**src/rtl/fixed_pkg.sv**
```systemverilog
// fixed_pkg: special-value codes, FSM states and flag positions shared by the fixed multiplier.
package fixed_pkg;
    localparam int MAXW = 128;
    localparam int FLAG_OVF = 1;
    localparam int FLAG_UNF = 0;
    typedef logic [MAXW-1:0] code_t;
    typedef enum logic [1:0] {S_IDLE, S_BUSY, S_NORM, S_DONE} state_t;
    function automatic code_t nan_code(input int w);
        return code_t'(1) << (w - 1);
    endfunction
    function automatic code_t pinf_code(input int w);
        return nan_code(w) - code_t'(1);
    endfunction
    function automatic code_t ninf_code(input int w);
        return nan_code(w) | code_t'(1);
    endfunction
endpackage

```
**src/rtl/fixed_mul_iter_if.sv**
```systemverilog
// fixed_mul_iter_if: operand and result valid/ready handshakes of the iterative multiplier.
interface fixed_mul_iter_if #(parameter int WIDTH = 64);
    logic             in_valid;
    logic             in_ready;
    logic [WIDTH-1:0] a;
    logic [WIDTH-1:0] b;
    logic             out_valid;
    logic             out_ready;
    logic [WIDTH-1:0] res;
    logic [1:0]       flags;
    modport master(output in_valid, a, b, out_ready, input in_ready, out_valid, res, flags);
    modport slave(input in_valid, a, b, out_ready, output in_ready, out_valid, res, flags);
endinterface

```
**src/rtl/fixed_decoder.sv**
```systemverilog
// fixed_decoder: classifies a fixed-point code as NaN, infinity or zero and extracts its sign.
module fixed_decoder
    import fixed_pkg::*;
#(
    parameter int WIDTH = 64
) (
    input  logic [WIDTH-1:0] i_data,
    output logic             o_sign,
    output logic             o_nan,
    output logic             o_zero,
    output logic             o_inf
);
    localparam logic [WIDTH-1:0] NAN_C  = WIDTH'(nan_code(WIDTH));
    localparam logic [WIDTH-1:0] PINF_C = WIDTH'(pinf_code(WIDTH));
    localparam logic [WIDTH-1:0] NINF_C = WIDTH'(ninf_code(WIDTH));
    assign o_sign = i_data[WIDTH-1];
    assign o_nan  = i_data == NAN_C;
    assign o_zero = i_data == '0;
    assign o_inf  = (i_data == PINF_C) || (i_data == NINF_C);
endmodule

```
**src/rtl/fixed_mul_iter.sv**
```systemverilog
// fixed_mul_iter: iterative signed fixed-point multiplier with specials, rounding and saturation.
module fixed_mul_iter
    import fixed_pkg::*;
#(
    parameter int WIDTH = 64,
    parameter int FRAC  = 48,
    parameter int STEP  = 2,
    parameter int ROUND = 1
) (
    input  logic          clk,
    input  logic          rst_n,
    fixed_mul_iter_if.slave bus
);
    localparam int N  = (WIDTH - 1 + STEP - 1) / STEP;
    localparam int AW = 2 * WIDTH - 2;
    localparam int MW = N * STEP;
    localparam int CW = $clog2(N + 1);
    localparam int RW = AW - FRAC + 1;
    localparam logic [WIDTH-1:0] NAN_C  = WIDTH'(nan_code(WIDTH));
    localparam logic [WIDTH-1:0] PINF_C = WIDTH'(pinf_code(WIDTH));
    localparam logic [WIDTH-1:0] NINF_C = WIDTH'(ninf_code(WIDTH));
    localparam logic [RW-1:0]    MAXF   = RW'(PINF_C) - RW'(1);

    state_t           r_state, w_next;
    logic [CW-1:0]    r_cnt;
    logic [AW-1:0]    r_acc, r_mcand, w_add;
    logic [MW-1:0]    r_mplier;
    logic             r_neg;
    logic [WIDTH-1:0] r_res, w_nres, w_sres, w_mag;
    logic [1:0]       r_flags, w_nflags;
    logic [RW-1:0]    w_m;
    logic             w_a_sign, w_a_nan, w_a_zero, w_a_inf;
    logic             w_b_sign, w_b_nan, w_b_zero, w_b_inf;
    logic             w_accept, w_nan, w_inf, w_special;

    function automatic logic [WIDTH-2:0] mag(input logic [WIDTH-1:0] x);
        logic [WIDTH-1:0] t;
        t = x[WIDTH-1] ? -x : x;
        return t[WIDTH-2:0];
    endfunction

    fixed_decoder #(.WIDTH(WIDTH)) u_dec_a (
        .i_data(bus.a), .o_sign(w_a_sign), .o_nan(w_a_nan), .o_zero(w_a_zero), .o_inf(w_a_inf)
    );
    fixed_decoder #(.WIDTH(WIDTH)) u_dec_b (
        .i_data(bus.b), .o_sign(w_b_sign), .o_nan(w_b_nan), .o_zero(w_b_zero), .o_inf(w_b_inf)
    );

    assign bus.in_ready  = (r_state == S_IDLE) && rst_n;
    assign bus.out_valid = r_state == S_DONE;
    assign bus.res       = r_res;
    assign bus.flags     = r_flags;
    assign w_accept  = bus.in_valid && bus.in_ready;
    assign w_nan     = w_a_nan || w_b_nan || (w_a_inf && w_b_zero) || (w_b_inf && w_a_zero);
    assign w_inf     = w_a_inf || w_b_inf;
    assign w_special = w_nan || w_inf || w_a_zero || w_b_zero;
    assign w_sres    = w_nan ? NAN_C : w_inf ? ((w_a_sign ^ w_b_sign) ? NINF_C : PINF_C) : '0;

    always_ff @(posedge clk or negedge rst_n)
        if (!rst_n) r_state <= S_IDLE;
        else        r_state <= w_next;

    always_comb begin
        w_next = r_state;
        case (r_state)
            S_IDLE:  w_next = w_accept ? (w_special ? S_DONE : S_BUSY) : S_IDLE;
            S_BUSY:  w_next = (r_cnt == CW'(N - 1)) ? S_NORM : S_BUSY;
            S_NORM:  w_next = S_DONE;
            default: w_next = bus.out_ready ? S_IDLE : S_DONE;
        endcase
    end

    // Each busy cycle adds |a| times the low STEP bits of the remaining |b|.
    always_comb begin
        w_add = '0;
        for (int k = 0; k < STEP; k++)
            w_add = r_mplier[k] ? w_add + (r_mcand << k) : w_add;
    end

    always_comb begin
        w_m      = RW'(r_acc >> FRAC) + RW'((ROUND != 0) && r_acc[FRAC-1]);
        w_mag    = w_m[WIDTH-1:0];
        w_nflags = '0;
        w_nflags[FLAG_OVF] = w_m > MAXF;
        w_nflags[FLAG_UNF] = w_m == '0;
        w_nres   = w_nflags[FLAG_OVF] ? (r_neg ? NINF_C : PINF_C) : (r_neg ? -w_mag : w_mag);
    end

    always_ff @(posedge clk or negedge rst_n)
        if (!rst_n) begin
            r_cnt    <= '0;
            r_acc    <= '0;
            r_mcand  <= '0;
            r_mplier <= '0;
            r_neg    <= 1'b0;
            r_res    <= '0;
            r_flags  <= '0;
        end else begin
            case (r_state)
                S_IDLE: if (w_accept) begin
                    r_cnt    <= '0;
                    r_acc    <= '0;
                    r_mcand  <= AW'(mag(bus.a));
                    r_mplier <= MW'(mag(bus.b));
                    r_neg    <= w_a_sign ^ w_b_sign;
                    r_res    <= w_sres;
                    r_flags  <= '0;
                end
                S_BUSY: begin
                    r_cnt    <= r_cnt + CW'(1);
                    r_acc    <= r_acc + w_add;
                    r_mcand  <= r_mcand << STEP;
                    r_mplier <= r_mplier >> STEP;
                end
                S_NORM: begin
                    r_res   <= w_nres;
                    r_flags <= w_nflags;
                end
                default: ;
            endcase
        end
endmodule

```
**src/flat_wrapper.sv**
```systemverilog
// flat-port wrapper written by rule: the top's interface ports become plain ports
module fixed_mul_iter_flat import fixed_pkg::*;
#(
    parameter int WIDTH = 64,
    parameter int FRAC  = 48,
    parameter int STEP  = 2,
    parameter int ROUND = 1
)
  (clk, rst_n, bus_in_valid, bus_a, bus_b, bus_out_ready, bus_in_ready, bus_out_valid, bus_res, bus_flags);
  fixed_mul_iter_if #(.WIDTH(WIDTH)) bus_i ();
  input  logic clk;
  input  logic rst_n;
  input wire logic [$bits(bus_i.in_valid)-1:0] bus_in_valid;
  input wire logic [$bits(bus_i.a)-1:0] bus_a;
  input wire logic [$bits(bus_i.b)-1:0] bus_b;
  input wire logic [$bits(bus_i.out_ready)-1:0] bus_out_ready;
  output wire logic [$bits(bus_i.in_ready)-1:0] bus_in_ready;
  output wire logic [$bits(bus_i.out_valid)-1:0] bus_out_valid;
  output wire logic [$bits(bus_i.res)-1:0] bus_res;
  output wire logic [$bits(bus_i.flags)-1:0] bus_flags;
  assign bus_i.in_valid = bus_in_valid;
  assign bus_i.a = bus_a;
  assign bus_i.b = bus_b;
  assign bus_i.out_ready = bus_out_ready;
  assign bus_in_ready = bus_i.in_ready;
  assign bus_out_valid = bus_i.out_valid;
  assign bus_res = bus_i.res;
  assign bus_flags = bus_i.flags;
  fixed_mul_iter #(.WIDTH(WIDTH), .FRAC(FRAC), .STEP(STEP), .ROUND(ROUND)) u_core (.clk(clk), .rst_n(rst_n), .bus(bus_i));
endmodule
```
**config.mk**
```make
export PLATFORM = sky130hd
export DESIGN_NAME = fixed_mul_iter_flat
export DESIGN_NICKNAME = d
export VERILOG_FILES = /design/src/rtl/fixed_pkg.sv /design/src/rtl/fixed_mul_iter_if.sv /design/src/rtl/fixed_decoder.sv /design/src/rtl/fixed_mul_iter.sv /design/src/flat_wrapper.sv
export SDC_FILE = /design/constraint.sdc
export NUM_CORES = 2
export LEC_CHECK = 0
export ABC_AREA = 1
export CORE_MARGIN = 1
export CORE_UTILIZATION = 40
export DETAILED_ROUTE_END_ITERATION = 10
export HOLD_SLACK_MARGIN = 0.05
export SYNTH_ARGS = -nofsm -noshare
export SYNTH_HDL_FRONTEND = slang
export SYNTH_SLANG_ARGS = --single-unit
```
**constraint.sdc**
```tcl
create_clock -name clk -period 4.7 [get_ports clk]
set_clock_uncertainty 0.05 [all_clocks]
set_input_delay 0.94 -clock clk [delete_from_list [all_inputs] [get_ports clk]]
set_output_delay 0.94 -clock clk [all_outputs]
set_load 0.01 [all_outputs]
```
==> flow_summary.toml <==
[detailed_routing]
wire_per_inst_um = 22.0
first_iter_violations = 6154
wl_um = 262000
drc = 0
dr.pass1.iters = 6
ant_nets = 0
via_per_inst = 5.50
dr_total_vias = 65600

[sta]
slew_headroom = 0.221
grt_setup_unrepaired = "true"
setup_viol = 100
fin_tns_setup_ps = -54600
whs_ps = 426
setup_slack_ps = -934
worst_pin_slew_ps = 1160
max_freq_ghz = 0.178
final_max_slew_viol_count = 0
min_period_ps = 5630
hold_viol = 0
fin_crit_sh = 1.20

[floorplan]
io_pins = 200
die-height_um = 347
die-area_mm2 = 0.120
coreArea_mm2 = 0.118
fp-row-count = 126
die_x_um = 347
start_util = 0.403

[power_and_ir_drop]
p_int_mw = 24.6
power_frac_clock = 0.087
report.power.total_mw = 50.2
swShare = 0.511
p_switching_mw = 25.6
p_per_area_mw_per_mm2 = 676
p_leak_nw = 35.0
max-vdd-ir-drop_mv = 0.468
seqPwrFrac = 0.141
pwr-share-comb = 0.772

[worst_setup_path]
crit_required_ps = 5170
arrival_ps = 6100
worstSetupPathType = "reg2reg"
rrSetupSlack_ps = -930
cp_slowest_cell = "dfrtp_4"
start_kind = "register"
cp_max_fo = 7
cp_common_cell = "buf_4"
ff2ff_path_depth = 38
timing.rr.end = "u_core.r_acc[122]"
rr_startpoint = "u_core.r_mplier[0]"
cp-end-kind = "register"
worst_path_largest_cell_delay_ps = 490

[yosys]
postSynthAreaPerCell_um2 = 5.71
ys_types = 58
syn_area_mm2 = 0.0475
synth_seq_cells = 390
synth_top_area_share = 0.205
synth_seq_area_share = 0.205
netlist_instances = 8320
synth_area_leader_cell = "dfrtp_1"
ys_async_sr_fraction = 1.00
synth.net_count = 8668
yosysWarnings = 0
synthFlopType = "dfrtp_1"
synth_most_common_cell = "nand2_1"
synthTopCellsByCount = "2,341 x nand2_1, 1,254 x inv_1, 1,142 x nor2_1, 698 x o21ai_0, 531 x a21oi_1"
synth_edf_count = 0
ys_top_cells_by_area = "dfrtp_1 21%, nand2_1 18%, inv_1 9.9%"

[global_route]
grt_util_all_layers = 0.409
grt_pass1_wl_um = 373000
grt_antenna_before_repair = 8
grt_max_degree = 149
grt-ovfl-total = 0
grt_pass1_vias = 61900

[cts]
cts.path.max_buffers = 3
cts_buffers = 52
cts_tree = "done"
path_clk_slew_ps = 60
clk_latency_ps = 710
h-tree-depth = 2
cts_sinks = 390
root_buffer = "clkbuf_16"

[cells_and_area]
fill_cells = 11200
areaGrowthSynthToFinish_pct = 56.3
drive_above_1_share = 0.332
design_area_mm2 = 0.0743
nNetsFinal = 10700
final_core_util = 0.630

[placement]
port-buffer-count = 199
placed_area_mm2 = 0.0648
dp_hpwl_um = 211000
routabilityCongestion = 1.09

[hold_path]
hp-start = "u_core.r_mplier[3]"
hold_depth = 2
hold_end = "u_core.r_mplier[1]"
holdCritPathClass = "reg2reg"

[run]
cap_viol_max_count = 0

[run_status]
violations = "setup timing"
status = "finished, violations left"
## worst max-delay path by stage
stage | slack, ps | depth (start not counted) | start | to
after global routing | -1070 | 32 | u_core.r_mplier[0] | u_core.r_acc[109]
after CTS | -940 | 36 | u_core.r_mplier[0] | u_core.r_acc[122]
after detailed placement | -2150 | 28 | u_core.r_mplier[0] | u_core.r_acc[100]
after floorplan | 30 | 38 | u_core.r_mplier[0] | u_core.r_acc[114]
final | -930 | 38 | u_core.r_mplier[0] | u_core.r_acc[122]
after global placement | -2170 | 28 | u_core.r_mplier[0] | u_core.r_acc[100]
## per-layer routing
metal	track usage	share of wire	vias up	routed length [µm]
met1	0.520	0.40	30800	105000
li1	-	-	31100	-
met5	0	0.00018	-	47
met4	0.253	0.073	8	19100
met2	0.655	0.44	2946	116000
met3	0.0570	0.081	678	21300
## cell type report
class | count | area, µm² | share of cell area
clock buffers | 71 | 1460 | 0.0197
diodes | 2 | 5.00 | 0.0000674
inverters | 1279 | 4820 | 0.0649
multi-input cells | 6466 | 38600 | 0.519
flip-flops and latches | 390 | 9770 | 0.132
clock inverters | 26 | 368 | 0.00495
well taps | 1536 | 1920 | 0.0259
repair buffers | 2151 | 17400 | 0.234
## state kept, by name, summed over array words and instances, names as in the netlist
| name | count |
|---|---|
| u_core.bus.flags | 2 |
| u_core.r_acc | 126 |
| u_core.r_state | 2 |
| u_core.bus.res | 64 |
| u_core.r_cnt | 6 |
| u_core.r_mcand | 126 |
| u_core.r_neg | 1 |
| u_core.r_mplier | 63 |
## critical path, delay by kind of cell (launching register included)
| kind | cells | cell delay, ps |
|---|---|---|
| flops | 1 | 490 |
| fa+ha+maj | 2 | 600 |
| compound gates | 4 | 460 |
| buf+inv | 17 | 2090 |
| simple gates | 15 | 1750 |
## kinds of logic after synthesis
logic type	share of synthesized area
flip-flops	0.205
buffers and inverters	0.117
AO/OA/AOI/OAI	0.207
XOR/XNOR	0.0419
AND/OR/NAND/NOR	0.372
adder cells (fa/ha/maj)	0.0572
## cell usage in the layout (no fill, tap or decap), types with 28 or more instances in the layout
cell             instances
inv_2                  136
buf_4                 1878
o21bai_1                44
buf_12                  30
xor2_1                 147
nor2_1                 811
o21ai_1                229
nand3_2                 67
o21a_1                  32
a31oi_1                 39
inv_1                 1127
a21oi_2                160
nand3_1                342
clkdlybuf4s50_1        198
nand2_2                188
nand4_1                114
a21oi_1                353
o21ai_2                106
o21ai_0                363
nand2_1               2140
nor2_2                 231
nor3_1                  68
nor2_4                 123
o22ai_1                 83
o221ai_1               101
clkbuf_16               60
a21o_1                  44
ha_4                   103
xnor2_1                 62
nor4_1                  39
buf_6                   28
ha_1                   107
or2_2                   55
dfrtp_1                388
## power groups by stage
| stage | Clock (mW) | Combinational (mW) | Sequential [mW] |
|---|---|---|---|
| after CTS | 4.42 | 33.3 | 6.76 |
| after floorplan | 0 | 15.0 | 6.21 |
| final | 4.38 | 38.8 | 7.06 |
| after global placement | 0 | 32.0 | 6.74 |
| after detailed placement | 0 | 32.3 | 6.78 |
| after global routing | 4.52 | 41.2 | 7.18 |
## what timing repair did
| item | 4_1_cts | 5_1_grt |
|---|---|---|
| endpoints found under the hold margin | 11 | 0 |
| cloned | 0 | 10 |
| endpoints found under the setup margin | 105 | 107 |
| pin swaps | 34 | 239 |
| hold buffers | 1 | 0 |
| setup buffers | 17 | 92 |
| gates resized for setup | 440 | 1489 |
## per-stage QoR
step,cells,setup slack [ps]
after detailed placement,11700,-2150
after floorplan,8320,26.5
final,11900,-934
after global routing,11900,-1070
after CTS,11800,-944
after global placement,11700,-2170
Power figures use the tool's default switching activity.
